File: src/rtl/gf_digit_serial_mult_if.sv
// Operand/result handshake bundle for the GF(2^M) digit-serial multiplier.
// Source side drives a/b with in_valid; sink side returns c with out_valid/out_ready.
interface gf_digit_serial_mult_if #(
    parameter int M = 16
);
    logic         in_valid;
    logic         in_ready;
    logic [M-1:0] a;
    logic [M-1:0] b;
    logic         out_valid;
    logic         out_ready;
    logic [M-1:0] c;

    modport master (
        output in_valid, a, b, out_ready,
        input  in_ready, out_valid, c
    );

    modport slave (
        input  in_valid, a, b, out_ready,
        output in_ready, out_valid, c
    );
endinterface

File: src/rtl/gf_digit_serial_mult.sv
// GF(2^M) polynomial-basis multiplier, C = A*B mod P, one D-bit digit of B per cycle, MSB digit first.
// Latency: accept edge + M/D compute edges; out_valid rises after the last compute edge.
// Backpressure: c and out_valid hold while out_ready=0; no new accept until back in IDLE.
module gf_digit_serial_mult #(
    parameter int           M    = 16,
    parameter int           D    = 4,
    parameter logic [M-1:0] POLY = 16'h100B
) (
    input  logic                   clk,
    input  logic                   rst_n,
    gf_digit_serial_mult_if.slave  bus
);

    localparam int NDIG = M / D;
    localparam int CW   = (NDIG > 1) ? $clog2(NDIG) : 1;
    localparam int IW   = $clog2(M);

    typedef enum logic [1:0] {
        IDLE = 2'd0,
        RUN  = 2'd1,
        DONE = 2'd2
    } state_t;

    state_t         state;
    state_t         state_nxt;
    logic [M-1:0]   a_r;
    logic [M-1:0]   b_r;
    logic [M-1:0]   acc;
    logic [CW-1:0]  cnt;

    logic [M-1:0]   a_pow [D];
    logic [M-1:0]   acc_sh;
    logic [M-1:0]   acc_nxt;
    logic [IW-1:0]  base;
    logic [D-1:0]   digit;

    // One step of multiplication by x, reduced modulo P(x).
    function automatic logic [M-1:0] mulx(input logic [M-1:0] v);
        return {v[M-2:0], 1'b0} ^ (v[M-1] ? POLY : '0);
    endfunction

    always_comb begin
        a_pow[0] = a_r;
        for (int j = 1; j < D; j++) begin
            a_pow[j] = mulx(a_pow[j-1]);
        end

        acc_sh = acc;
        for (int k = 0; k < D; k++) begin
            acc_sh = mulx(acc_sh);
        end

        // cnt*D never exceeds M-D, so the base always fits the index width.
        base  = IW'(cnt) * IW'(D);
        digit = b_r[base +: D];

        acc_nxt = acc_sh;
        for (int j = 0; j < D; j++) begin
            if (digit[j]) begin
                acc_nxt = acc_nxt ^ a_pow[j];
            end
        end
    end

    always_ff @(posedge clk or negedge rst_n) begin
        if (!rst_n) begin
            state <= IDLE;
        end else begin
            state <= state_nxt;
        end
    end

    always_comb begin
        state_nxt     = state;
        bus.in_ready  = 1'b0;
        bus.out_valid = 1'b0;
        case (state)
            IDLE: begin
                bus.in_ready = 1'b1;
                if (bus.in_valid) begin
                    state_nxt = RUN;
                end
            end
            RUN: begin
                if (cnt == '0) begin
                    state_nxt = DONE;
                end
            end
            DONE: begin
                bus.out_valid = 1'b1;
                if (bus.out_ready) begin
                    state_nxt = IDLE;
                end
            end
            default: begin
                state_nxt = IDLE;
            end
        endcase
    end

    always_ff @(posedge clk or negedge rst_n) begin
        if (!rst_n) begin
            a_r <= '0;
            b_r <= '0;
            acc <= '0;
            cnt <= '0;
        end else begin
            case (state)
                IDLE: begin
                    if (bus.in_valid) begin
                        a_r <= bus.a;
                        b_r <= bus.b;
                        acc <= '0;
                        cnt <= CW'(NDIG - 1);
                    end
                end
                RUN: begin
                    acc <= acc_nxt;
                    if (cnt != '0) begin
                        cnt <= cnt - CW'(1);
                    end
                end
                default: begin
                end
            endcase
        end
    end

    assign bus.c = acc;

endmodule
File: src/flat_wrapper.sv
// flat-port wrapper written by rule: the top's interface ports become plain ports
module gf_digit_serial_mult_flat 
#(
    parameter int           M    = 16,
    parameter int           D    = 4,
    parameter logic [M-1:0] POLY = 16'h100B
)
  (clk, rst_n, bus_in_valid, bus_a, bus_b, bus_out_ready, bus_in_ready, bus_out_valid, bus_c);
  gf_digit_serial_mult_if #(.M(M)) bus_i ();
  input  logic clk;
  input  logic rst_n;
  input wire logic [$bits(bus_i.in_valid)-1:0] bus_in_valid;
  input wire logic [$bits(bus_i.a)-1:0] bus_a;
  input wire logic [$bits(bus_i.b)-1:0] bus_b;
  input wire logic [$bits(bus_i.out_ready)-1:0] bus_out_ready;
  output wire logic [$bits(bus_i.in_ready)-1:0] bus_in_ready;
  output wire logic [$bits(bus_i.out_valid)-1:0] bus_out_valid;
  output wire logic [$bits(bus_i.c)-1:0] bus_c;
  assign bus_i.in_valid = bus_in_valid;
  assign bus_i.a = bus_a;
  assign bus_i.b = bus_b;
  assign bus_i.out_ready = bus_out_ready;
  assign bus_in_ready = bus_i.in_ready;
  assign bus_out_valid = bus_i.out_valid;
  assign bus_c = bus_i.c;
  gf_digit_serial_mult #(.M(M), .D(D), .POLY(POLY)) u_core (.clk(clk), .rst_n(rst_n), .bus(bus_i));
endmodule
File: config.mk
export PLATFORM = sky130hd
export DESIGN_NAME = gf_digit_serial_mult_flat
export DESIGN_NICKNAME = d
export VERILOG_FILES = /design/src/rtl/gf_digit_serial_mult_if.sv /design/src/rtl/gf_digit_serial_mult.sv /design/src/flat_wrapper.sv
export SDC_FILE = /design/constraint.sdc
export NUM_CORES = 1
export LEC_CHECK = 0
export ABC_AREA = 1
export CAP_MARGIN = 40
export CORE_UTILIZATION = 38
export CTS_BUF_LIST = sky130_fd_sc_hd__clkbuf_8 sky130_fd_sc_hd__clkbuf_16
export CTS_CLUSTER_DIAMETER = 120
export DETAILED_ROUTE_END_ITERATION = 10
export SETUP_SLACK_MARGIN = 0.02
export SYNTH_ARGS = -nofsm -noshare
export SYNTH_HDL_FRONTEND = slang
export SYNTH_SLANG_ARGS = --single-unit
File: constraint.sdc
create_clock -name clk -period 2.4 [get_ports clk]
set_clock_uncertainty 0.15 [all_clocks]
set_input_delay 0.48 -clock clk [delete_from_list [all_inputs] [get_ports clk]]
set_output_delay 0.48 -clock clk [all_outputs]
set_load 0.01 [all_outputs]
== Yosys cells after proc, flatten, opt, wreduce, memory -nomap -nowiden ==
Cells that the tools add are included.
Storage, ports and cells
  bits in latches: 0
  flip-flop bits (word level): 52
  memories kept: 0
  bits in writable memories: 0
  input bits: 36
  memory bits (read-only): 0
  output and inout port bits: 18
Cells by class
  multipliers: 0
  reduce and logical (&&, ||, !) cells: 8
  bitwise gates (word level): 11
  $lt $le $gt $ge: 0
  mux-type cells: 22
  equality and inequality tests: 6
  $add $sub $neg: 1
  divide/modulo/power cells: 0
  shifts and indexed selects: 1
Operator list (number)
  $xor 16x16->16: 11
  $mux 13: 7
  $mux 16: 5
  $pmux 16 s2: 1
  $shiftx 16x5->4: 1
  $mux 2: 5
  $pmux 2 s3: 1
  $reduce_and 3->1: 2
  $logic_not 2->1: 2
  $ne 2x1->1 const B: 2
  $ne 2x2->1 const B: 2
  $pmux 2 s2: 1
  $reduce_and 2->1: 2
  $reduce_bool 2->1: 2
  $eq 2x1->1 const B: 1
  $eq 2x2->1 const B: 1
  $mux 1: 2
  $sub 2x1->2 const B: 1

== Depth between registers and ports, before layout ==
Gate-level depths: netlist of the first run.
  depth after elaboration: 17
  depth in mapped cells: 16

== Worst setup path before layout of the first run ==
No wires, ideal clock.
  path kind: register -> register
  start point: register u_core.cnt[0]
  end point: register u_core.acc[7] (netlist: u_core.bus.c[7])
  data arrival time: 1467 ps
  clock period less this slack: 1734 ps
  data required time: 2133 ps
  stages on the path, launching flop included: 16
  path buffers: 3
  path slack: 666 ps
  cell sequence: dfrtp_1 -> buf_6 -> inv_4 -> buf_12 -> nand2_2 -> nand2_1 -> nand2_1 -> nand2_4 -> buf_6 -> nand2_1 -> nand2_1 -> nand3_1 -> nand2_1 -> nand2_1 -> nand3_1 -> nand2_1
Between the ends
  longest elaborated chain between the ends: 9
RTL lines
  start: declaration: line gf_digit_serial_mult.sv:29  | logic [CW-1:0] cnt;
  start signal: assignment: line gf_digit_serial_mult.sv:114  | cnt <= CW'(NDIG - 1);
  start signal: assignment: line gf_digit_serial_mult.sv:120  | cnt <= cnt - CW'(1);
  $shiftx 16x5->4 (*): line gf_digit_serial_mult.sv:55  | digit = b_r[base +: D];
  $mux 16: line gf_digit_serial_mult.sv:59  | if (digit[j]) begin
  $xor 16x16->16: line gf_digit_serial_mult.sv:60  | acc_nxt = acc_nxt ^ a_pow[j];
  $mux 16: line gf_digit_serial_mult.sv:59
  $xor 16x16->16: line gf_digit_serial_mult.sv:60
  $mux 16: line gf_digit_serial_mult.sv:59
  $xor 16x16->16: line gf_digit_serial_mult.sv:60
  $mux 16 (*): line gf_digit_serial_mult.sv:59
  $pmux 16 s2 (*): line gf_digit_serial_mult.sv:108  | case (state)
  end signal: assignment: line gf_digit_serial_mult.sv:118  | acc <= acc_nxt;
  end: declaration: line gf_digit_serial_mult.sv:28  | logic [M-1:0] acc;
Every way passes the cells marked *; elsewhere a longest branch is shown, timed or not.
A chain may end at the register's enable or synchronous reset.

== Final worst setup path of the first run ==
  start point: register u_core.cnt[0]
  end point: register u_core.acc[2] (netlist: u_core.bus.c[2])
The elaborated chain is that of the path after synthesis.

==> results of run 1 <==
[cells in the final DEF, fill, tap and decap left out, drive strengths merged, types with 10 or more instances in the layout]
cell type / n
clkdlybuf4s50: 52
a21oi: 14
mux2: 18
nand2: 239
buf: 10
nor2: 50
o21ai: 15
nand3: 98
inv: 73
dfrtp: 52
[layer usage]
layer / global-route usage [%] / vias to the layer above / part of all wire (%) / routed length [um]
met1: 27.2 / 1823 / 46 / 5020
li1: - / 1983 / - / -
met2: 35.9 / 115 / 47 / 5110
met3: 2.99 / 15 / 4.0 / 437
met4: 7.85 / 0 / 2.3 / 245
met5: 0 / - / 0 / 0
[per-stage QoR]
step                hold WS [ps]  cell area [um^2]  std cells  setup slack [ps]
floorplan                   34.4              4000        600               666
global placement             341              4610        779               308
detailed placement           344              4610        779               281
CTS                          156              4700        787               262
global route                 186              4700        787              56.9
finish                       124              4700        787               241
[final timing paths]
| kind | startpoint | slack, ps | to |
|---|---|---|---|
| max in group asynchronous | rst_n | 1510 | u_core.b_r[7] |
| min in group clk | u_core.b_r[5] | 370 | u_core.b_r[5] |
| worst min register to register | u_core.b_r[5] | 370 | u_core.b_r[5] |
| worst min-delay path | rst_n | 120 | u_core.a_r[2] |
| worst max-delay path | u_core.cnt[0] | 240 | u_core.bus.c[2] |
| worst max register to register | u_core.cnt[0] | 240 | u_core.bus.c[2] |
[cells by family after synthesis]
logic type	synth area share [%]
AOI/OAI and AO/OA	4.35
adders and majority gates	0.313
DFF	32.5
xor gates and xnor gates	2.63
muxes	5.07
and+or+nand+nor	44.4
buffers and inverters	10.8
[registers in the layout, indices dropped and copies added, names as in the netlist]
register      count
u_core.b_r       16
u_core.a_r       16
u_core.state      2
u_core.cnt        2
u_core.bus.c     16
[synth_stat cells (all sizes together), types with 4 or more instances]
cell type | count | share of area [%]
nand2 | 239 | 25
nand3 | 98 | 13
inv | 72 | 6.8
dfrtp | 52 | 33
nor2 | 50 | 4.8
mux2 | 18 | 5.1
buf | 15 | 3.2
o21ai | 15 | 2.3
a21oi | 14 | 1.8
nand3b | 7 | 1.3
xnor2 | 6 | 1.3
xor2 | 6 | 1.3
clkbuf | 4 | 0.63
[cell type report]
| class | count | area, um^2 |
|---|---|---|
| clock buffer | 5 | 68.8 |
| clock inverter | 3 | 21.3 |
| fill | 1066 | 5570 |
| inverter | 73 | 277 |
| multi-input combinational | 456 | 2270 |
| sequential | 52 | 1300 |
| tap | 136 | 170 |
| timing repair buffer | 62 | 593 |
[worst max-delay path, stage by stage (launching register included)]
cell and delay, ps:
dfrtp_1 540, inv_4 130, nand2_2 80, nand3_2 240, nand2_4 260, inv_2 130, nand3_1 160, nand2_1 70
nand2_1 80, nand3_1 80, nand3_1 90, nand2_1 50
==> impl_metrics.json, run 1 <==
{
  "outcome": "completed",
  "finalSetupTns_ps": 0,
  "setup_viol": 0,
  "critPathMaxFanout": 11,
  "nNetsFinal": 687,
  "core_area_um2": 10300,
  "grt_overflow": 0,
  "ys_seq_elements": 52,
  "num_vias": 3936,
  "routed_wl_um": 10800,
  "synth_ff_type": "dfrtp_1",
  "clock_path_buffers": 2,
  "path_clk_slew_ps": 110,
  "ys.warnings.count": 0,
  "path_class": "flop to flop",
  "seq_area_frac_synth_pct": 32.5,
  "antenna_found_initial": 0,
  "worst_pin_slew_ps": 692,
  "ctsHtreeMaxLevel": 2,
  "synth_area_per_cell_um2": 6.67,
  "grt_pass1_vias": 3830,
  "place.gp.congestion": 0.832,
  "row_count": 37,
  "period_needed_ps": 2160,
  "track_usage_pct": 21.1,
  "worst_ep_required_time_ps": 2470,
  "grt_pass1_wl_um": 18600,
  "synth_edf_count": 0,
  "finish.utilization_pct": 45.8,
  "drc": 0,
  "dpl.hpwl_um": 8030,
  "tritoncts": "done",
  "grt_setup_unrepaired": "no",
  "pin_count": 54,
  "grt_max_degree": 53,
  "synthCells": 600,
  "drtPass1Iterations": 4,
  "max_freq_mhz": 463,
  "yosys.cell_types.count": 30,
  "hold_buffers": 0,
  "cap_violations": 0,
  "synth-async-reset-ratio_pct": 100,
  "ctsResizeCount": 0,
  "avgViaCountPerCell": 5.00,
  "drt_iter0_drc": 259,
  "worstSetupEndpointType": "flop",
  "rr_worst_depth": 11,
  "synth_nets": 637,
  "die_h_um": 105,
  "die_width_um": 105,
  "arrival_ps": 2230,
  "cts_setup_buffers": 0,
  "finalHoldViolCount": 0,
  "insertion_delay_ps": 320,
  "max-slew-margin-rel_pct": 53.9,
  "portBuffers": 53,
  "dieArea_um2": 10900,
  "cts_made_buffers": 5,
  "cts_root_buffer": "clkbuf_8",
  "cts_sinks": 52,
  "layout-drive-gt1-share_pct": 13.4,
  "synth_area_um2": 4000,
  "slew_viol_final": 0,
  "wl_per_cell_um": 13.7,
  "area_growth_pct": 17.5,
  "period_share_pct": 89.9,
  "start_util_pct": 38.9,
  "diodes": 0,
  "min_path_type": "primary input to async pin",
  "critPathLaunchType": "flop",
  "ant_nets": 0
}
Power of run 1 is not shown: default switching activity piles up to over one toggle a cycle in this logic, so the estimate is an artifact.
==> run 2: changes to the inputs <==
CORE_UTILIZATION = 25   (was 38)
clock period = 2.63 ns   (was 2.4 ns; I/O delays follow)
==> impl_metrics.json, run 2 (same netlist as run 1, synthesis figures left out) <==
{
  "tritoncts": "done",
  "setup_viol": 0,
  "pin_count": 54,
  "worstReg2RegStart": "u_core.cnt[0]",
  "place.gp.congestion": 0.847,
  "cts_root_buffer": "clkbuf_16",
  "crit_chain": "inv_4 > nand2_1 > nand3_1 > nand2_1 > buf_4 > nor2_1 > nand3b_1 > nand3_1 > nand2_1",
  "diodes": 0,
  "antenna_found_initial": 0,
  "ant_nets": 0,
  "crit_start": "u_core.cnt[0]",
  "cp_top_family": "simple AND/OR/NAND/NOR gates",
  "period_needed_ps": 2170,
  "worstReg2RegEnd": "u_core.bus.c[0]",
  "fillers": 1691,
  "grt_pass1_wl_um": 19600,
  "cts_setup_buffers": 0,
  "r2r_setup_slack_ps": 460,
  "max_freq_mhz": 461,
  "worst_path_most_repeated_cell": "nand2_1",
  "wl_per_cell_um": 13.6,
  "hold_buffers": 0,
  "drtPass1Iterations": 5,
  "setup.worst_path.end": "u_core.bus.c[0]",
  "crit_slowest_cell": "dfrtp_1",
  "multiInputGateArea_um2": 2270,
  "path_class": "flop to flop",
  "grt_setup_unrepaired": "no",
  "regArea_um2": 1300,
  "final_common_cell": "nand2_1",
  "num_vias": 3872,
  "finalSetupTns_ps": 0,
  "worst_ep_required_time_ps": 2670,
  "dieArea_um2": 16500,
  "rr_worst_depth": 9,
  "ctsResizeCount": 0,
  "arrival_ps": 2210,
  "insertion_delay_ps": 300,
  "cts_sinks": 52,
  "grt_pass1_vias": 3781,
  "path_clk_slew_ps": 70,
  "critical_path_depth": 9,
  "portBuffers": 53,
  "die_h_um": 129,
  "dpl.hpwl_um": 8760,
  "core_area_um2": 15400,
  "cp_num_buf_inv": 2,
  "track_usage_pct": 15.2,
  "critPathMaxFanout": 15,
  "min_path_type": "primary input to async pin",
  "avgViaCountPerCell": 4.49,
  "cap_violations": 0,
  "clock_path_buffers": 2,
  "outcome": "completed",
  "finalHoldViolCount": 0,
  "row_count": 45,
  "start_util_pct": 25.9,
  "drc": 0,
  "layout-drive-gt1-share_pct": 13.5,
  "drt_iter0_drc": 170,
  "critPathLaunchType": "flop",
  "max-slew-margin-rel_pct": 54.3,
  "ctsHtreeMaxLevel": 2,
  "final_cell_mix": "nand2_1, nand3_1, inv_1",
  "cts_made_buffers": 5,
  "grt_overflow": 0,
  "worst_pin_slew_ps": 684,
  "area_growth_pct": 21.5,
  "nNetsFinal": 688,
  "grt_max_degree": 26,
  "cp_slowest_stage_delay_ps": 530,
  "die_width_um": 129,
  "period_share_pct": 82.4,
  "slew_viol_final": 0,
  "worstSetupEndpointType": "flop",
  "routed_wl_um": 11800
}
## run 2: metal layers
metal	vias up	GRT usage [%]	wire length, um
met4	0	5.81	308
met5	-	0	0
met2	99	26.7	5690
li1	1989	-	-
met1	1766	19.1	5280
met3	18	1.70	497
## run 2: worst min path at each step
| stage | cells past startpoint | slack (ps) | from | to |
|---|---|---|---|---|
| 5_1_grt | 1 | 110 | rst_n | u_core.cnt[0] |
| 3_5_place_dp | 1 | 350 | u_core.b_r[5] | u_core.b_r[5] |
| 4_1_cts | 1 | 90 | rst_n | u_core.cnt[0] |
| 3_3_place_gp | 1 | 350 | u_core.b_r[5] | u_core.b_r[5] |
| 6_report | 1 | 70 | rst_n | u_core.cnt[0] |
| 2_1_floorplan | 0 | 80 | rst_n | u_core.a_r[0] |
## run 2: through the flow
step	util, %	cells	setup slack, ps	area [um^2]	hold WS (ps)
2_1_floorplan	-	600	896	4000	80.4
3_3_place_gp	30.6	855	519	4710	347
3_5_place_dp	30.6	855	459	4710	349
4_1_cts	31.5	863	477	4860	87.2
5_1_grt	31.5	863	267	4860	110
6_report	31.5	863	462	4860	68.8
## run 2: cell type report
| cell class | count | area share, % |
|---|---|---|
| timing repair buffer | 63 | 12.4 |
| multi-input combinational | 456 | 46.7 |
| inverter | 73 | 5.69 |
| tap | 211 | 5.43 |
| clock buffer | 5 | 2.57 |
| clock inverter | 3 | 0.463 |
| sequential | 52 | 26.8 |
Power of run 2 is left out for the same reason.
